File: src/rtl/period_meter.sv
// Period meter: measures the period and high time of an asynchronous
// periodic input in clk cycles, flags lock when the period stays within
// tolerance of the expected value, and flags a stall when edges stop.
//
// Outputs period/high_time/locked/stall are registered and change only in
// the cycle where meas_valid is high, except that a stall sets stall and
// clears locked on its own. period and high_time hold across stalls.
module period_meter #(
  parameter int EXP_PERIOD = 500,
  parameter int TOL        = 2,
  parameter int LOCK_N     = 4,
  parameter int TIMEOUT    = 4095
) (
  input  logic        clk,
  input  logic        rst,
  input  logic        sig_in,
  output logic [15:0] period,
  output logic [15:0] high_time,
  output logic        meas_valid,
  output logic        locked,
  output logic        stall
);

  // Tolerance window; the lower bound clamps at zero instead of wrapping.
  localparam logic [31:0] LO_B = (EXP_PERIOD > TOL) ? 32'(EXP_PERIOD - TOL) : 32'd0;
  localparam logic [31:0] HI_B = 32'(EXP_PERIOD + TOL);
  localparam int          MW   = (LOCK_N < 2) ? 1 : $clog2(LOCK_N + 1);
  localparam logic [MW-1:0] LOCK_M = MW'(LOCK_N);
  localparam logic [15:0] TO_CNT = 16'(TIMEOUT);

  typedef enum logic [1:0] {
    WAIT_FIRST = 2'd0,
    HIGH       = 2'd1,
    LOW        = 2'd2
  } state_t;

  state_t        state;
  logic          s1, s2, s3;
  logic [15:0]   cnt;
  logic [15:0]   hi_lat;
  logic [MW-1:0] match_cnt;

  logic          rise, fall, timeout, in_tol;
  logic [15:0]   cnt_inc;
  logic [MW-1:0] match_nxt;

  assign rise      = s2 & ~s3;
  assign fall      = ~s2 & s3;
  // cnt saturates at all-ones so a very long gap never wraps to a small value.
  assign cnt_inc   = (cnt == 16'hFFFF) ? cnt : cnt + 16'd1;
  assign timeout   = (cnt >= TO_CNT);
  // cnt is the length of the period being closed when a rise arrives in LOW.
  assign in_tol    = ({16'd0, cnt} >= LO_B) && ({16'd0, cnt} <= HI_B);
  assign match_nxt = (match_cnt >= LOCK_M) ? LOCK_M : match_cnt + 1'b1;

  // Two-flop synchronizer plus one delay flop for edge detection.
  always_ff @(posedge clk) begin
    if (rst) begin
      s1 <= 1'b0;
      s2 <= 1'b0;
      s3 <= 1'b0;
    end else begin
      s1 <= sig_in;
      s2 <= s1;
      s3 <= s2;
    end
  end

  // Measurement FSM with registered outputs; timeout wins over a coinciding edge.
  always_ff @(posedge clk) begin
    if (rst) begin
      state      <= WAIT_FIRST;
      cnt        <= 16'd0;
      hi_lat     <= 16'd0;
      match_cnt  <= '0;
      period     <= 16'd0;
      high_time  <= 16'd0;
      meas_valid <= 1'b0;
      locked     <= 1'b0;
      stall      <= 1'b0;
    end else begin
      meas_valid <= 1'b0;
      case (state)
        WAIT_FIRST: begin
          if (rise) begin
            state <= HIGH;
            cnt   <= 16'd1;
          end
        end
        HIGH: begin
          if (timeout) begin
            state     <= WAIT_FIRST;
            cnt       <= 16'd0;
            stall     <= 1'b1;
            locked    <= 1'b0;
            match_cnt <= '0;
          end else begin
            cnt <= cnt_inc;
            if (fall) begin
              state  <= LOW;
              hi_lat <= cnt;
            end
          end
        end
        LOW: begin
          if (timeout) begin
            state     <= WAIT_FIRST;
            cnt       <= 16'd0;
            stall     <= 1'b1;
            locked    <= 1'b0;
            match_cnt <= '0;
          end else if (rise) begin
            state      <= HIGH;
            cnt        <= 16'd1;
            period     <= cnt;
            high_time  <= hi_lat;
            meas_valid <= 1'b1;
            stall      <= 1'b0;
            if (in_tol) begin
              match_cnt <= match_nxt;
              locked    <= (match_nxt == LOCK_M);
            end else begin
              match_cnt <= '0;
              locked    <= 1'b0;
            end
          end else begin
            cnt <= cnt_inc;
          end
        end
        default: state <= WAIT_FIRST;
      endcase
    end
  end

endmodule

File: config.mk
export PLATFORM = sky130hd
export DESIGN_NAME = period_meter
export DESIGN_NICKNAME = d
export VERILOG_FILES = /design/src/rtl/period_meter.sv
export SDC_FILE = /design/constraint.sdc
export NUM_CORES = 1
export LEC_CHECK = 0
export CAP_MARGIN = 20
export CORE_UTILIZATION = 35
export DETAILED_ROUTE_END_ITERATION = 6
export MAX_ROUTING_LAYER = met4
export PLACE_DENSITY = 0.57
export SKIP_LAST_GASP = 1
export SLEW_MARGIN = 20
export SYNTH_ARGS = -nofsm -noshare
export SYNTH_HDL_FRONTEND = slang
export SYNTH_SLANG_ARGS = --single-unit
File: constraint.sdc
create_clock -name clk -period 1.85 [get_ports clk]
set_input_delay 0.185 -clock clk [delete_from_list [all_inputs] [get_ports clk]]
set_output_delay 0.185 -clock clk [all_outputs]
set_load 0.01 [all_outputs]
# [After elaboration in Yosys (flattened, before gate mapping)]
# Index checks and enable logic that the tools add are counted.
[classes] n_addsub=2 multipliers=0 div=0 n_lt_le_gt_ge=4 n_eq_ne=8 n_shift=0 mux=27 bitwise=6 reduce_logical=9
[op_table] op="2-to-1 mux 16 bit" n=5
[op_table] op="one-hot mux 16 bit (3 select lines)" n=1
[op_table] op="adder 16 x 1 -> 16 bit (second input constant)" n=1
[op_table] op="equality test 16 bit (second input constant)" n=1
[op_table] op=">= comparator 16 x 12 -> 1 bit (second input constant)" n=1
[op_table] op=">= comparator 16 x 9 -> 1 bit (second input constant)" n=1
[op_table] op="<= comparator 16 x 9 -> 1 bit (second input constant)" n=1
[op_table] op="2-to-1 mux 3 bit" n=5
[op_table] op="AND reduction 3 bit" n=3
[op_table] op="2-to-1 mux 1 bit" n=8
[op_table] op="2-to-1 mux 2 bit" n=4
[op_table] op="inequality test 3 bit (second input constant)" n=2
[op_table] op="one-hot mux 2 bit (3 select lines)" n=1
[op_table] op="one-hot mux 3 bit (2 select lines)" n=1
[op_table] op="inequality test 2 bit (second input constant)" n=2
[op_table] op="inverter 1 bit" n=4
[op_table] op="one-hot mux 1 bit (2 select lines)" n=2
[op_table] op="adder 3 x 1 -> 3 bit (second input constant)" n=1
[op_table] op="equality test 3 bit (second input constant)" n=1
[op_table] op=">= comparator 3 bit (second input constant)" n=1
[op_table] op="nonzero test 3 bit" n=1
[op_table] op="OR reduction 3 bit" n=1
[op_table] op="AND 1 bit" n=2
[op_table] op="equality test 2 x 1 -> 1 bit (second input constant)" n=1
[op_table] op="5 further kinds" n=5
[totals] register_bits=75 latch_bits=0 ram_bits=0 mem_bits_ro=0 inputBits=3 output_inout_bits=35 elab_cells=68 mem_count=0

# [Logic depth before layout (Yosys ltp)]
# Gate-level depths: netlist (run 1).
[logic_depth] ltp_word=7 mapped_depth=8 mapped_depth_nobuf=7

# [Worst setup path after synthesis (run 1)]
# Ideal clock, no wire load.
[synth_path] path_kind="register -> register" start="register cnt[0]" end="register hi_lat[9]" setup_time_ps=128 arrival_ps=1808 required_ps=1722 slack_ps=-86 path_stages_with_launch=9 path_buffers=2 synth_period_minus_slack_ps=1936 path_cell_list="dfxtp_1 > ha_1 > and4_4 > nor4b_4 > buf_6 > nor3_4 > buf_6 > mux2i_1 > nor2_1"
[synth_via] elab_chain_cells=3
[synth_rtl] element="start, declared" line_no="39" text="logic [15:0] cnt;"
[synth_rtl] element="start signal, assigned" line_no="98" text="cnt <= cnt_inc;"
[synth_rtl] element="start signal, assigned" line_no="127" text="cnt <= cnt_inc;"
[synth_rtl] element=">= comparator 16 x 12 -> 1 bit" line_no="51" text="assign timeout = (cnt >= TO_CNT);"
[synth_rtl] element="inverter 1 bit (no line)"
[synth_rtl] element="AND reduction 3 bit (no line)"
[synth_rtl] element="end signal, assigned" line_no="101" text="hi_lat <= cnt;"
[synth_rtl] element="end, declared" line_no="40" text="logic [15:0] hi_lat;"
# Every way passes these cells.
# A chain may end at the register's enable or synchronous reset.

# [Final worst setup path (run 1)]
[layout_path] start="register cnt[12]" end="register high_time[6]"
[layout_via] elab_chain_cells=3
[layout_rtl] element=">= comparator 16 x 12 -> 1 bit" line_no="51"
[layout_rtl] element="inverter 1 bit (no line)"
[layout_rtl] element="AND reduction 3 bit (no line)"
[layout_rtl] element="end signal, assigned" line_no="116" text="high_time <= hi_lat;"
[layout_rtl] element="end, declared" line_no="18" text="output logic [15:0] high_time,"
# Every way passes these cells.

==> impl_metrics.env, run 1 <==
export IMPL_status="completed"
export IMPL_clock_sinks=75
export IMPL_tritoncts="done"
export IMPL_insertion_delay_ns=0.35
export IMPL_layout_common_cells="dfxtp_1 (70), nand2_1 (48), buf_4 (37)"
export IMPL_design_die_area_um2=9190
export IMPL_p_leak_nw=1.59
export IMPL_initial_core_util_pct=36.8
export IMPL_worstMarginPinSlew_ns=0.378
export IMPL_fin_area_um2=4310
export IMPL_avgSynthCellArea_um2=8.94
export IMPL_wl_mm=7.28
export IMPL_synth_edf_count=0
export IMPL_path_clk_slew_ns=0.08
export IMPL_max_freq_ghz=0.542
export IMPL_wl_per_cell_um=13.8
export IMPL_detail_route_first_pass_iterations=4
export IMPL_htreeDepth=3
export IMPL_grt_total_usage_pct=17.8
export IMPL_dpl_cell_area_um2=3810
export IMPL_antenna_found_initial=0
export IMPL_antenna_left=0
export IMPL_hold_viol_final=0
export IMPL_worstPathArrival_ns=2.07
export IMPL_port_buffers=37
export IMPL_skew_ns=0.00993
export IMPL_die_y_um=95.9
export IMPL_dp_cells=504
export IMPL_hold_path_class="in -> reg"
export IMPL_layout_min_cycle_time_ns=1.85
export IMPL_core_um2=8380
export IMPL_slew_viol_final=0
export IMPL_slowest_stage="or4_4"
export IMPL_path_class="reg -> reg"
export IMPL_drive_gt1_share_pct=25.4
export IMPL_cp_slowest_stage_delay_ns=0.57
export IMPL_overflow=0
export IMPL_synth_cell_type_count=48
export IMPL_root_buffer="clkbuf_8"
export IMPL_dp_worst_setup_slack_ns=-0.109
export IMPL_critPathBufInv=1
export IMPL_viasPerCell=4.95
export IMPL_p_per_area_nw_per_um2=759
export IMPL_ys_seq_elements=75
export IMPL_synthToLayoutAreaGrowth_pct=39.7
export IMPL_clock_tree_buffer_depth=2
export IMPL_worst_setup_path_end_kind="flop"
export IMPL_grt_max_degree=39
export IMPL_crit_required_ns=2.07
export IMPL_drcViolationCount=0
export IMPL_grt_pass1_wl_mm=12.1
export IMPL_nNetsFinal=429
export IMPL_stdcell_count=526
export IMPL_maxCapViolCount=0
export IMPL_yosys_warnings=0
export IMPL_power_total_mw=3.27
export IMPL_crit_chain="or4_4, or3_4, clkbuf_16, nand2_2, a21oi_1"
export IMPL_hpwl_mm=4.79
export IMPL_cp_top_family="simple AND/OR/NAND/NOR gates"
export IMPL_setup_viol=0
export IMPL_rows=33
export IMPL_diodes=0
export IMPL_fillers=785
export IMPL_setup_ws_ns=0.00349
export IMPL_io_pins=38
export IMPL_dr_first_iter_drc_count=101
export IMPL_numCtsBuffers=9
export IMPL_syn_inst=345
export IMPL_yosysSeqAreaShare_pct=48.7
export IMPL_gp_congestion=0.805
export IMPL_die_w_um=95.9
export IMPL_ys_async_sr_fraction_pct=0
export IMPL_syn_cell_area_um2=3080
export IMPL_synth_main_ff_cell="dfxtp_1"
export IMPL_fin_util_pct=51.4
export IMPL_layout_commonest_cell="dfxtp_1"
export IMPL_ir_worst_vdd_uv=454
export IMPL_syn_nets=357
export IMPL_grt_pass1_vias=2548
export IMPL_maxSlewHeadroom_pct=74.8
export IMPL_crit_fanout=7
export IMPL_vias=2603
export IMPL_fin_crit_sh_pct=99.8
export IMPL_rsz0062_at_grt="true"
export IMPL_start_kind="flop"
state kept, by name, summed over array words and instances (netlist names):
register	flops
cnt	16
hi_lat	16
high_time	16
locked	1
match_cnt	3
meas_valid	1
period	16
s1	1
s2	1
s3	1
stall	1
state	2
worst reg2reg max path, delay by kind of cell (launching register included):
family                 cells  cell delay, ns
AND/OR/NAND/NOR            3            1.15
flip-flops                 1            0.32
buffers and inverters      1            0.20
AO/OA/AOI/OAI              1            0.06
path summary, 6_finish.rpt:
kind              depth (start not counted)  slack (ns)                  from                   endpoint
setup reg to reg                          5       0.003  cnt[12]$_SDFFE_PP0P_  high_time[6]$_SDFFE_PP0P_
setup / recovery                          5       0.003  cnt[12]$_SDFFE_PP0P_  high_time[6]$_SDFFE_PP0P_
hold / removal                            2        0.20                   rst     hi_lat[3]$_SDFFE_PP0P_
hold reg to reg                           1        0.45   locked$_SDFFE_PP0P_        locked$_SDFFE_PP0P_
routing by layer:
layer  wire length [µm]  vias to the layer above  global-route usage (%)
met5                  0                        -                       -
met4                 72                        0                    7.46
li1                   -                     1324                       -
met3                183                       10                    2.84
met1               3550                     1233                    22.1
met2               3480                       36                    28.6
power breakdown:
part	switching [mW]	total, mW	internal (mW)
sequential	0.00652	1.63	1.62
combinational	0.0834	0.130	0.0463
clock	0.617	1.51	0.893
through the flow:
step | hold slack, ns | setup TNS, ns
after global routing | 0.231 | -2.01
final | 0.204 | 0
after CTS | 0.196 | -0.352
after detailed placement | 0.437 | -1.38
after floorplan | 0.313 | 0
after global placement | 0.429 | -0.495
final cells by class:
class,count,area [µm²],area share [%]
Clock buffer,9,124,2.88
Timing Repair Buffer,81,792,18.4
Sequential cell,75,1510,35.0
Clock inverter,6,113,2.61
Multi-Input combinational cell,240,1600,37.2
Inverter,10,37.5,0.871
Tap cell,105,131,3.05
synthesized netlist by cell type, drive strengths merged, types with 2 or more instances:
| master | number | share of area (%) |
|---|---|---|
| xor2 | 7 | 2.0 |
| nand3 | 6 | 0.97 |
| and4 | 4 | 1.2 |
| nor3 | 8 | 1.8 |
| buf | 10 | 2.0 |
| nor3b | 8 | 1.9 |
| nand4 | 4 | 0.81 |
| nand3b | 3 | 0.73 |
| o211ai | 6 | 1.5 |
| nor2b | 4 | 0.81 |
| or4b | 2 | 0.65 |
| o22ai | 2 | 0.41 |
| and3 | 4 | 0.81 |
| and2 | 4 | 0.81 |
| nand2 | 67 | 8.2 |
| nand2b | 2 | 0.41 |
| mux2i | 12 | 3.9 |
| inv | 10 | 1.2 |
| a21oi | 33 | 5.4 |
| o21ai | 4 | 0.65 |
| nor4 | 2 | 0.41 |
| or3b | 2 | 0.57 |
| a31oi | 3 | 0.61 |
| dfxtp | 75 | 49 |
| a211oi | 2 | 0.49 |
| nor2 | 26 | 3.2 |
| clkbuf | 10 | 1.3 |
| ha | 9 | 3.7 |
| xnor2 | 2 | 0.57 |
| a21o | 2 | 0.49 |
timing repair:
item,4_1_cts,5_1_grt
buffers inserted,2,3
pin swaps,5,26
cloned,1,2
setup endpoints to repair,36,64
hold buffers,0,0
gates resized for setup,14,31
hold endpoints to repair,0,0
cells by family (layout without fill, tap and decap cells):
group	count (synthesis)	count (layout)	share of synthesized area (%)
compound gates	59	59	11.6
flops	75	75	48.7
simple gates	150	150	24.7
fa+ha+maj	9	9	3.65
xor+xnor	9	9	2.56
buf+inv	30	106	4.50
mux	13	13	4.26
Note: power is estimated with default switching activity, not from simulation.
==> inputs of run 2 (changes only) <==
- CORE_UTILIZATION: 35 -> 30
- CTS_BUF_LIST: not set -> sky130_fd_sc_hd__clkbuf_4 sky130_fd_sc_hd__clkbuf_8
- PLACE_DENSITY: 0.57 -> 0.51
==> run 2 against run 1 <==
Compared with the run above: worst setup slack gained 0.015 ns; power grew 0.12%; combinational power is essentially flat; cell area shrank 0.93%; die area grew 16%; largest power group unchanged.
==> impl_metrics.env, run 2 (synthesis gave the netlist of run 1 again) <==
export IMPL_nNetsFinal=426
export IMPL_worstPathArrival_ns=2.09
export IMPL_dr_first_iter_drc_count=83
export IMPL_whs_ns=0.247
export IMPL_skew_ns=0.0106
export IMPL_crit_required_ns=2.11
export IMPL_io_pins=38
export IMPL_hpwl_mm=4.91
export IMPL_worst_setup_path_end_kind="flop"
export IMPL_overflow=0
export IMPL_port_buffers=37
export IMPL_fin_crit_sh_pct=99.0
export IMPL_tritoncts="done"
export IMPL_antenna_left=0
export IMPL_grt_total_usage_pct=15.1
export IMPL_die_y_um=103
export IMPL_setup_viol=0
export IMPL_ir_worst_vdd_uv=431
export IMPL_layout_commonest_cell="dfxtp_1"
export IMPL_grt_pass1_vias=2591
export IMPL_gp_congestion=0.785
export IMPL_diodes=0
export IMPL_postCtsHoldBufs=0
export IMPL_wl_per_cell_um=13.3
export IMPL_start_kind="flop"
export IMPL_insertion_delay_ns=0.34
export IMPL_initial_core_util_pct=31.3
export IMPL_p_leak_nw=1.56
export IMPL_status="completed"
export IMPL_htreeDepth=3
export IMPL_fin_util_pct=43.3
export IMPL_synthToLayoutAreaGrowth_pct=38.4
export IMPL_max_freq_ghz=0.546
export IMPL_reg2reg_slack_ns=0.02
export IMPL_maxSlewHeadroom_pct=73.5
export IMPL_seqCellArea_um2=1510
export IMPL_hold_viol_final=0
export IMPL_layout_min_cycle_time_ns=1.83
export IMPL_clock_tree_buffer_depth=2
export IMPL_die_w_um=103
export IMPL_clock_sinks=75
export IMPL_vias=2626
export IMPL_path_class="reg -> reg"
export IMPL_p_per_area_nw_per_um2=767
export IMPL_numCtsBuffers=9
export IMPL_dp_cells=533
export IMPL_power_total_mw=3.27
export IMPL_drive_gt1_share_pct=22.7
export IMPL_slew_viol_final=0
export IMPL_antenna_found_initial=0
export IMPL_grt_pass1_wl_mm=12.0
export IMPL_crit_fanout=5
export IMPL_layout_common_cells="dfxtp_1 (67), nand2_1 (61), clkdlybuf4s50_1 (36)"
export IMPL_viasPerCell=4.77
export IMPL_detail_route_first_pass_iterations=4
export IMPL_drcViolationCount=0
export IMPL_rsz0062_at_grt="true"
export IMPL_design_die_area_um2=10700
export IMPL_maxCapViolCount=0
export IMPL_fillers=965
export IMPL_multiInputGateArea_um2=1560
export IMPL_core_um2=9860
export IMPL_hold_path_class="in -> reg"
export IMPL_root_buffer="clkbuf_8"
export IMPL_worstMarginPinSlew_ns=0.397
export IMPL_stdcell_count=551
export IMPL_path_clk_slew_ns=0.08
export IMPL_wl_mm=7.35
export IMPL_grt_max_degree=47
export IMPL_rows=36
==> run 2: changes by cell type in the layout (fill, tap and decap cells not counted), moves of 3 or more <==
cell / delta
nand2_2: -12
nand2_1: +13
dfxtp_1: -3
buf_4: -4
==> run 2: layout make-up <==
| class | instances | area share, % |
|---|---|---|
| Multi-Input combinational cell | 240 | 36.5 |
| Timing Repair Buffer | 78 | 17.6 |
| Tap cell | 133 | 3.90 |
| Sequential cell | 75 | 35.5 |
| Clock buffer | 9 | 2.90 |
| Inverter | 10 | 0.880 |
| Clock inverter | 6 | 2.70 |
==> run 2: repair_timing <==
action | CTS | global route
resized for setup | 7 | 27
pin swaps | 1 | 9
setup buffers | 2 | 0
cloned | 0 | 2
setup endpoints to repair | 23 | 53
==> run 2: report_power, final <==
part	total (mW)	leakage, nW	internal [mW]	switching, mW
clock network	1.52	0.115	0.893	0.623
registers	1.63	0.609	1.62	0.00603
logic	0.130	0.836	0.0480	0.0821
total	3.27	1.56	2.56	0.711
==> run 2: stage by stage <==
| step | area [µm²] | setup WS (ns) | setup TNS (ns) |
|---|---|---|---|
| finish | 4270 | 0.0185 | 0 |
| global route | 4270 | -0.0541 | -0.750 |
| CTS | 4130 | 0.00210 | 0 |
| detailed placement | 3860 | -0.0770 | -0.189 |
| global placement | 3860 | -0.0434 | -0.0806 |
| floorplan | 3090 | 0.0254 | 0 |
==> run 2: critical path, cell delays in order (launching register included) <==
cell and delay, ns:
dfxtp_4 0.37, or4_4 0.55, nor3_1 0.22, nand4_1 0.22, buf_4 0.20, a211oi_1 0.20
==> run 2: metal layers <==
| metal | wire length, µm | vias to the layer above | track usage [%] |
|---|---|---|---|
| met2 | 3410 | 41 | 24.7 |
| met1 | 3600 | 1254 | 18.2 |
| met5 | 0 | - | - |
| li1 | - | 1321 | - |
| met4 | 104 | 0 | 5.09 |
| met3 | 241 | 10 | 3.56 |
==> run 2: path summary, 6_finish.rpt <==
check                            startpoint                        end  cells past startpoint
setup / recovery       cnt[15]$_SDFFE_PP0P_  match_cnt[2]$_SDFFE_PP0P_                      5
setup reg to reg       cnt[15]$_SDFFE_PP0P_  match_cnt[2]$_SDFFE_PP0P_                      5
hold reg to reg   high_time[2]$_SDFFE_PP0P_  high_time[2]$_SDFFE_PP0P_                      2
hold / removal                          rst         stall$_SDFFE_PP0P_                      2
==> inputs of run 3 (changes only) <==
- CAP_MARGIN: 20 -> 40
- HOLD_SLACK_MARGIN: not set -> 0.03
==> results of run 3 <==
The final DEF is identical to that of run 2; final timing and power are the same.
